`src/rtl/imem_loader.sv`:
```
// Boot loader: unpacks a framed little-endian byte stream into 32-bit instruction-memory writes.
// Define IMEM_LOADER_CHECKSUM_EN to require a trailing XOR checksum byte after the payload.
module imem_loader #(
    parameter int ADDR_WIDTH = 6,
    parameter int WORDS      = 64
) (
    input  logic                  clk,
    input  logic                  rst_n,
    input  logic [7:0]            in_data,
    input  logic                  in_valid,
    output logic                  in_ready,
    input  logic                  load_start,
    output logic [ADDR_WIDTH-1:0] mem_address,
    output logic [31:0]           mem_write_data,
    output logic                  mem_write_enable,
    output logic                  cpu_rst_n,
    output logic                  done,
    output logic                  error
);

    // S_FINISH lets the last write strobe land before done and cpu_rst_n rise.
    typedef enum logic [2:0] {
        S_HDR_LO = 3'd0,
        S_HDR_HI = 3'd1,
        S_DATA   = 3'd2,
        S_FINISH = 3'd3,
        S_DONE   = 3'd4,
`ifdef IMEM_LOADER_CHECKSUM_EN
        S_ERROR  = 3'd5,
        S_CHECK  = 3'd6
`else
        S_ERROR  = 3'd5
`endif
    } state_t;

    localparam logic [15:0] WORDS_W = 16'(WORDS);

    state_t                state_q, state_d;
    logic [15:0]           count_q, count_d;
    logic [15:0]           word_idx_q, word_idx_d;
    logic [1:0]            byte_idx_q, byte_idx_d;
    logic [23:0]           lanes_q, lanes_d;
    logic [ADDR_WIDTH-1:0] addr_q, addr_d;
    logic [31:0]           wdata_q, wdata_d;
    logic                  we_q, we_d;
    logic                  cpu_rst_n_q, cpu_rst_n_d;
    logic                  done_q, done_d;
    logic                  error_q, error_d;
    logic                  xfer;
    logic [15:0]           hdr_count;
`ifdef IMEM_LOADER_CHECKSUM_EN
    logic [7:0]            csum_q, csum_d;
`endif

    always_ff @(posedge clk or negedge rst_n) begin
        if (!rst_n) begin
            state_q     <= S_HDR_LO;
            count_q     <= '0;
            word_idx_q  <= '0;
            byte_idx_q  <= '0;
            lanes_q     <= '0;
            addr_q      <= '0;
            wdata_q     <= '0;
            we_q        <= 1'b0;
            cpu_rst_n_q <= 1'b0;
            done_q      <= 1'b0;
            error_q     <= 1'b0;
`ifdef IMEM_LOADER_CHECKSUM_EN
            csum_q      <= '0;
`endif
        end else begin
            state_q     <= state_d;
            count_q     <= count_d;
            word_idx_q  <= word_idx_d;
            byte_idx_q  <= byte_idx_d;
            lanes_q     <= lanes_d;
            addr_q      <= addr_d;
            wdata_q     <= wdata_d;
            we_q        <= we_d;
            cpu_rst_n_q <= cpu_rst_n_d;
            done_q      <= done_d;
            error_q     <= error_d;
`ifdef IMEM_LOADER_CHECKSUM_EN
            csum_q      <= csum_d;
`endif
        end
    end

    always_comb begin
        in_ready = (state_q == S_HDR_LO) || (state_q == S_HDR_HI) || (state_q == S_DATA);
`ifdef IMEM_LOADER_CHECKSUM_EN
        if (state_q == S_CHECK) begin
            in_ready = 1'b1;
        end
`endif
    end

    assign xfer      = in_valid && in_ready;
    assign hdr_count = {in_data, count_q[7:0]};

    always_comb begin
        state_d    = state_q;
        count_d    = count_q;
        word_idx_d = word_idx_q;
        byte_idx_d = byte_idx_q;
        lanes_d    = lanes_q;
        addr_d     = addr_q;
        wdata_d    = wdata_q;
        we_d       = 1'b0;
`ifdef IMEM_LOADER_CHECKSUM_EN
        csum_d     = csum_q;
`endif
        case (state_q)
            S_HDR_LO: begin
                if (xfer) begin
                    count_d[7:0] = in_data;
                    state_d      = S_HDR_HI;
                end
            end
            S_HDR_HI: begin
                if (xfer) begin
                    count_d = hdr_count;
                    if (hdr_count > WORDS_W) begin
                        state_d = S_ERROR;
                    end else if (hdr_count == 16'd0) begin
`ifdef IMEM_LOADER_CHECKSUM_EN
                        state_d = S_CHECK;
`else
                        state_d = S_DONE;
`endif
                    end else begin
                        state_d = S_DATA;
                    end
                end
            end
            S_DATA: begin
                if (xfer) begin
`ifdef IMEM_LOADER_CHECKSUM_EN
                    csum_d = csum_q ^ in_data;
`endif
                    byte_idx_d = byte_idx_q + 2'd1;
                    case (byte_idx_q)
                        2'd0: lanes_d[7:0]   = in_data;
                        2'd1: lanes_d[15:8]  = in_data;
                        2'd2: lanes_d[23:16] = in_data;
                        default: begin
                            wdata_d    = {in_data, lanes_q};
                            addr_d     = word_idx_q[ADDR_WIDTH-1:0];
                            we_d       = 1'b1;
                            word_idx_d = word_idx_q + 16'd1;
                            if (word_idx_q == count_q - 16'd1) begin
`ifdef IMEM_LOADER_CHECKSUM_EN
                                state_d = S_CHECK;
`else
                                state_d = S_FINISH;
`endif
                            end
                        end
                    endcase
                end
            end
`ifdef IMEM_LOADER_CHECKSUM_EN
            S_CHECK: begin
                if (xfer) begin
                    state_d = (in_data == csum_q) ? S_DONE : S_ERROR;
                end
            end
`endif
            S_FINISH: begin
                state_d = S_DONE;
            end
            S_DONE, S_ERROR: begin
                if (load_start) begin
                    state_d    = S_HDR_LO;
                    count_d    = '0;
                    word_idx_d = '0;
                    byte_idx_d = '0;
                    lanes_d    = '0;
`ifdef IMEM_LOADER_CHECKSUM_EN
                    csum_d     = '0;
`endif
                end
            end
            default: begin
                state_d = S_HDR_LO;
            end
        endcase
    end

    // Status flags follow the next state so they rise together with the state change.
    assign done_d      = (state_d == S_DONE);
    assign cpu_rst_n_d = (state_d == S_DONE);
    assign error_d     = (state_d == S_ERROR);

    assign mem_address      = addr_q;
    assign mem_write_data   = wdata_q;
    assign mem_write_enable = we_q;
    assign cpu_rst_n        = cpu_rst_n_q;
    assign done             = done_q;
    assign error            = error_q;

endmodule

```
`config.mk`:
```
export PLATFORM = sky130hd
export DESIGN_NAME = imem_loader
export DESIGN_NICKNAME = d
export VERILOG_FILES = /design/src/rtl/imem_loader.sv
export SDC_FILE = /design/constraint.sdc
export NUM_CORES = 1
export LEC_CHECK = 0
export BUFFER_PORTS_ARGS = -buffer_cell sky130_fd_sc_hd__clkbuf_2
export CAP_MARGIN = 20
export CORE_ASPECT_RATIO = 1.1
export CORE_UTILIZATION = 54
export CTS_BUF_LIST = sky130_fd_sc_hd__clkbuf_8 sky130_fd_sc_hd__clkbuf_16
export DETAILED_ROUTE_END_ITERATION = 8
export GPL_ROUTABILITY_DRIVEN = 0
export GPL_TIMING_DRIVEN = 0
export PLACE_DENSITY = 0.78
export SLEW_MARGIN = 20
export SYNTH_ARGS = -nofsm -noshare
export SYNTH_HDL_FRONTEND = slang
export SYNTH_SLANG_ARGS = --single-unit
```
`constraint.sdc`:
```
create_clock -name clk -period 7.2 [get_ports clk]
set_clock_uncertainty 0.2 [all_clocks]
set_input_delay 2.16 -clock clk [delete_from_list [all_inputs] [get_ports clk]]
set_output_delay 2.16 -clock clk [all_outputs]
set_load 0.01 [all_outputs]
```
==> flow_summary.yaml <==
die:
  core-area_sq_um: 8830
  die_y_microns: 102
  die-area_sq_um: 9440
  boundaryPins: 55
  die_w_microns: 92.7
  row_count: 36
  initial_core_util: 0.554
critical_path:
  arrival_ps: 3870
  worstReg2RegStart: "count_q[3]$_DFFE_PN0P_"
  reg2reg_depth: 6
  r2r_end: "error$_DFF_PN0_"
  critPathMaxStageDelay_ps: 640
  critPathLaunch: "load_start"
  critPathRequiredTime_ps: 7250
  path_buf_inv: 3
  r2r_slack_ps: 4640
  critical_path.slowest_cell: "a2111oi_2"
  startpoint_type: "input pin"
  critPathKind: "input pin to register"
  cp_cell_sequence: "clkbuf_2 -> inv_1 -> or2_2 -> clkbuf_1 -> a2111oi_2 -> nand3_1 -> xnor2_1 -> nor2_1"
  path_delay_family: "compound AO/OA/AOI/OAI gates"
  crit_path_end_kind: "register"
  crit_path_max_fanout: 6
placed_design:
  numPortBuffers: 54
  dpl.hpwl_microns: 7790
  place_area_sq_um: 5340
min_path:
  min_to: "mem_write_data[18]$_DFFE_PN0P_"
  min_from: "lanes_q[18]$_DFFE_PN0P_"
  hold_depth: 2
  hold_class: "register to register"
detailed_routing:
  wl_met2_microns: 5300
  finalWirelength_microns: 10900
  viasPerCell: 5.53
  antenna_left: 0
  vias: 3724
  wl_per_cell_microns: 16.2
  wl_met1_microns: 4820
  routed.top_layer: "met4"
  dr.pass1.iters: 4
  drt_iter0_markers: 220
  drc: 0
  met3WireLength_microns: 492
power:
  peakVddDrop_uv: 185
  p_leak_nw: 2.81
  p_per_area_nw_per_um2: 333
clock_network:
  cts_tree: "done"
  clock_sinks: 102
  ctsLongestPathBuffers: 2
  cts_root_buf: "clkbuf_8"
  cts_hold_buf: 0
  clk_pin_slew_worst_paths_ps: 100
  cts_setup_buffers: 0
  cts_buffers: 9
  clk_latency_ps: 390
  cts_resized: 0
  htree_levels: 3
timing:
  rsz0062_at_grt: "no"
  drv_slew: 0
  timing.slew.headroom: 0.568
  finalHoldViolCount: 0
  holdWs_ps: 283
  fin_crit_sh: 0.530
  setup_viol: 0
  max_freq_ghz: 0.262
  tns_ps: 0
  tightest_slew_ps: 646
  min_period_ps: 3820
yosys:
  syn_avg_cell_area_sq_um: 10.0
  synthArstFlopShare: 1.00
  synth_cells: 488
  synth_top_area_cell: "dfrtp_1"
  synth-main-ff-cell: "dfrtp_1"
  synth_fp_nets: 506
  syn_area_sq_um: 4890
  synth.distinct_cells: 51
  ys_seq_area_frac: 0.522
  synth_top_area_frac: 0.522
  ys_warn_count: 0
  synth_area_leaders: "dfrtp_1, nand2_1, mux2_2"
  synth-seq-cells: 102
  synth_edf_count: 0
cells_and_area:
  layout_common_cells: "nand2_1, dfrtp_1, clkbuf_2"
  diodes: 0
  mostFrequentLayoutCell: "nand2_1"
  syn2layout_area_growth_pct: 13.7
  stdcell_area_sq_um: 5560
  nets: 572
  fill_cells: 760
  drive_above_1_share: 0.204
global_route:
  grt.total_usage: 0.247
  grt_pass1_wl_microns: 17800
  antenna_found_initial: 0
  grt-ovfl-total: 0
  grt_max_degree: 67
  grt_pass1_vias: 3567
run:
  cap_violations: 0
run_status:
  status: "completed"
state kept, by name, indices dropped and copies added, names as in the netlist:
signal            flops
lanes_q              24
error                 1
count_q              16
word_idx_q           16
mem_write_enable      1
done                  1
mem_address           6
mem_write_data       32
state_q               3
byte_idx_q            2
final cells by class:
class                   instances  area [sq um]  area share
plain buffers                  26           104      0.0187
clock buffers                   9           124      0.0223
clock inverters                 7          97.6      0.0176
inverters                      10          37.5     0.00675
multi-input cells             350          2190       0.395
flip-flops and latches        102          2550       0.459
well taps                     114           143      0.0257
repair buffers                 55           307      0.0551
logic make-up (layout without fill, tap and decap cells):
logic type                 count (synthesis)  count (layout)  share of synthesized area
AOI/OAI and AO/OA                         54              54                     0.0944
xor gates and xnor gates                  36              36                     0.0645
adders and majority gates                  6               6                     0.0154
buffers and inverters                     36             107                     0.0289
DFF                                      102             102                      0.522
muxes                                     27              27                     0.0614
and+or+nand+nor                          227             227                      0.213
stage by stage:
| step | setup slack, ps | utilization | power (mW) | instances |
|---|---|---|---|---|
| after CTS | 3390 | 0.630 | 1.85 | 673 |
| after floorplan | 3410 | - | 1.29 | 488 |
| after global placement | 2470 | 0.600 | 1.43 | 656 |
| after detailed placement | 2980 | 0.605 | 1.45 | 657 |
| final | 3380 | 0.630 | 1.85 | 673 |
| after global routing | 3260 | 0.630 | 1.95 | 673 |
worst max-delay path by stage:
stage / to / slack, ps / cells past startpoint
global placement: mem_write_data[20]$_DFFE_PN0P_ / 2470 / 1
floorplan: done$_DFF_PN0_ / 3410 / 6
CTS: word_idx_q[14]$_DFFE_PN0P_ / 3390 / 8
global route: word_idx_q[14]$_DFFE_PN0P_ / 3260 / 8
detailed placement: word_idx_q[14]$_DFFE_PN0P_ / 2980 / 8
finish: word_idx_q[14]$_DFFE_PN0P_ / 3380 / 8
per-layer routing:
| layer | GRT usage | vias to the layer above |
|---|---|---|
| met1 | 0.326 | 1832 |
| li1 | - | 1773 |
| met4 | 0.101 | 0 |
| met5 | 0 | - |
| met2 | 0.400 | 98 |
| met3 | 0.0518 | 21 |
cells in the mapped netlist (9+ instances only):
| master | instances |
|---|---|
| a22o_1 | 18 |
| nor3_1 | 10 |
| inv_1 | 9 |
| nor2_1 | 27 |
| nand3_1 | 9 |
| mux2_2 | 24 |
| nand2_1 | 133 |
| clkbuf_1 | 22 |
| and2_1 | 9 |
| xor2_1 | 19 |
| dfrtp_1 | 102 |
| xnor2_1 | 17 |
worst reg2reg max path, cell delays in order (launching register included):
cell and delay, ps:
dfrtp_1 480, or4_4 630, nor2_4 180, o2111ai_2 170, a2111oi_4 430, o2111ai_2 230, a21oi_2 180
report_power, final:
part	leakage [nW]	internal, mW	total, mW	switching [mW]
Sequential	1.37	0.685	0.786	0.101
Combinational	1.33	0.294	0.664	0.370
Clock	0.113	0.174	0.402	0.229
Note: power is estimated with default switching activity, not from simulation.
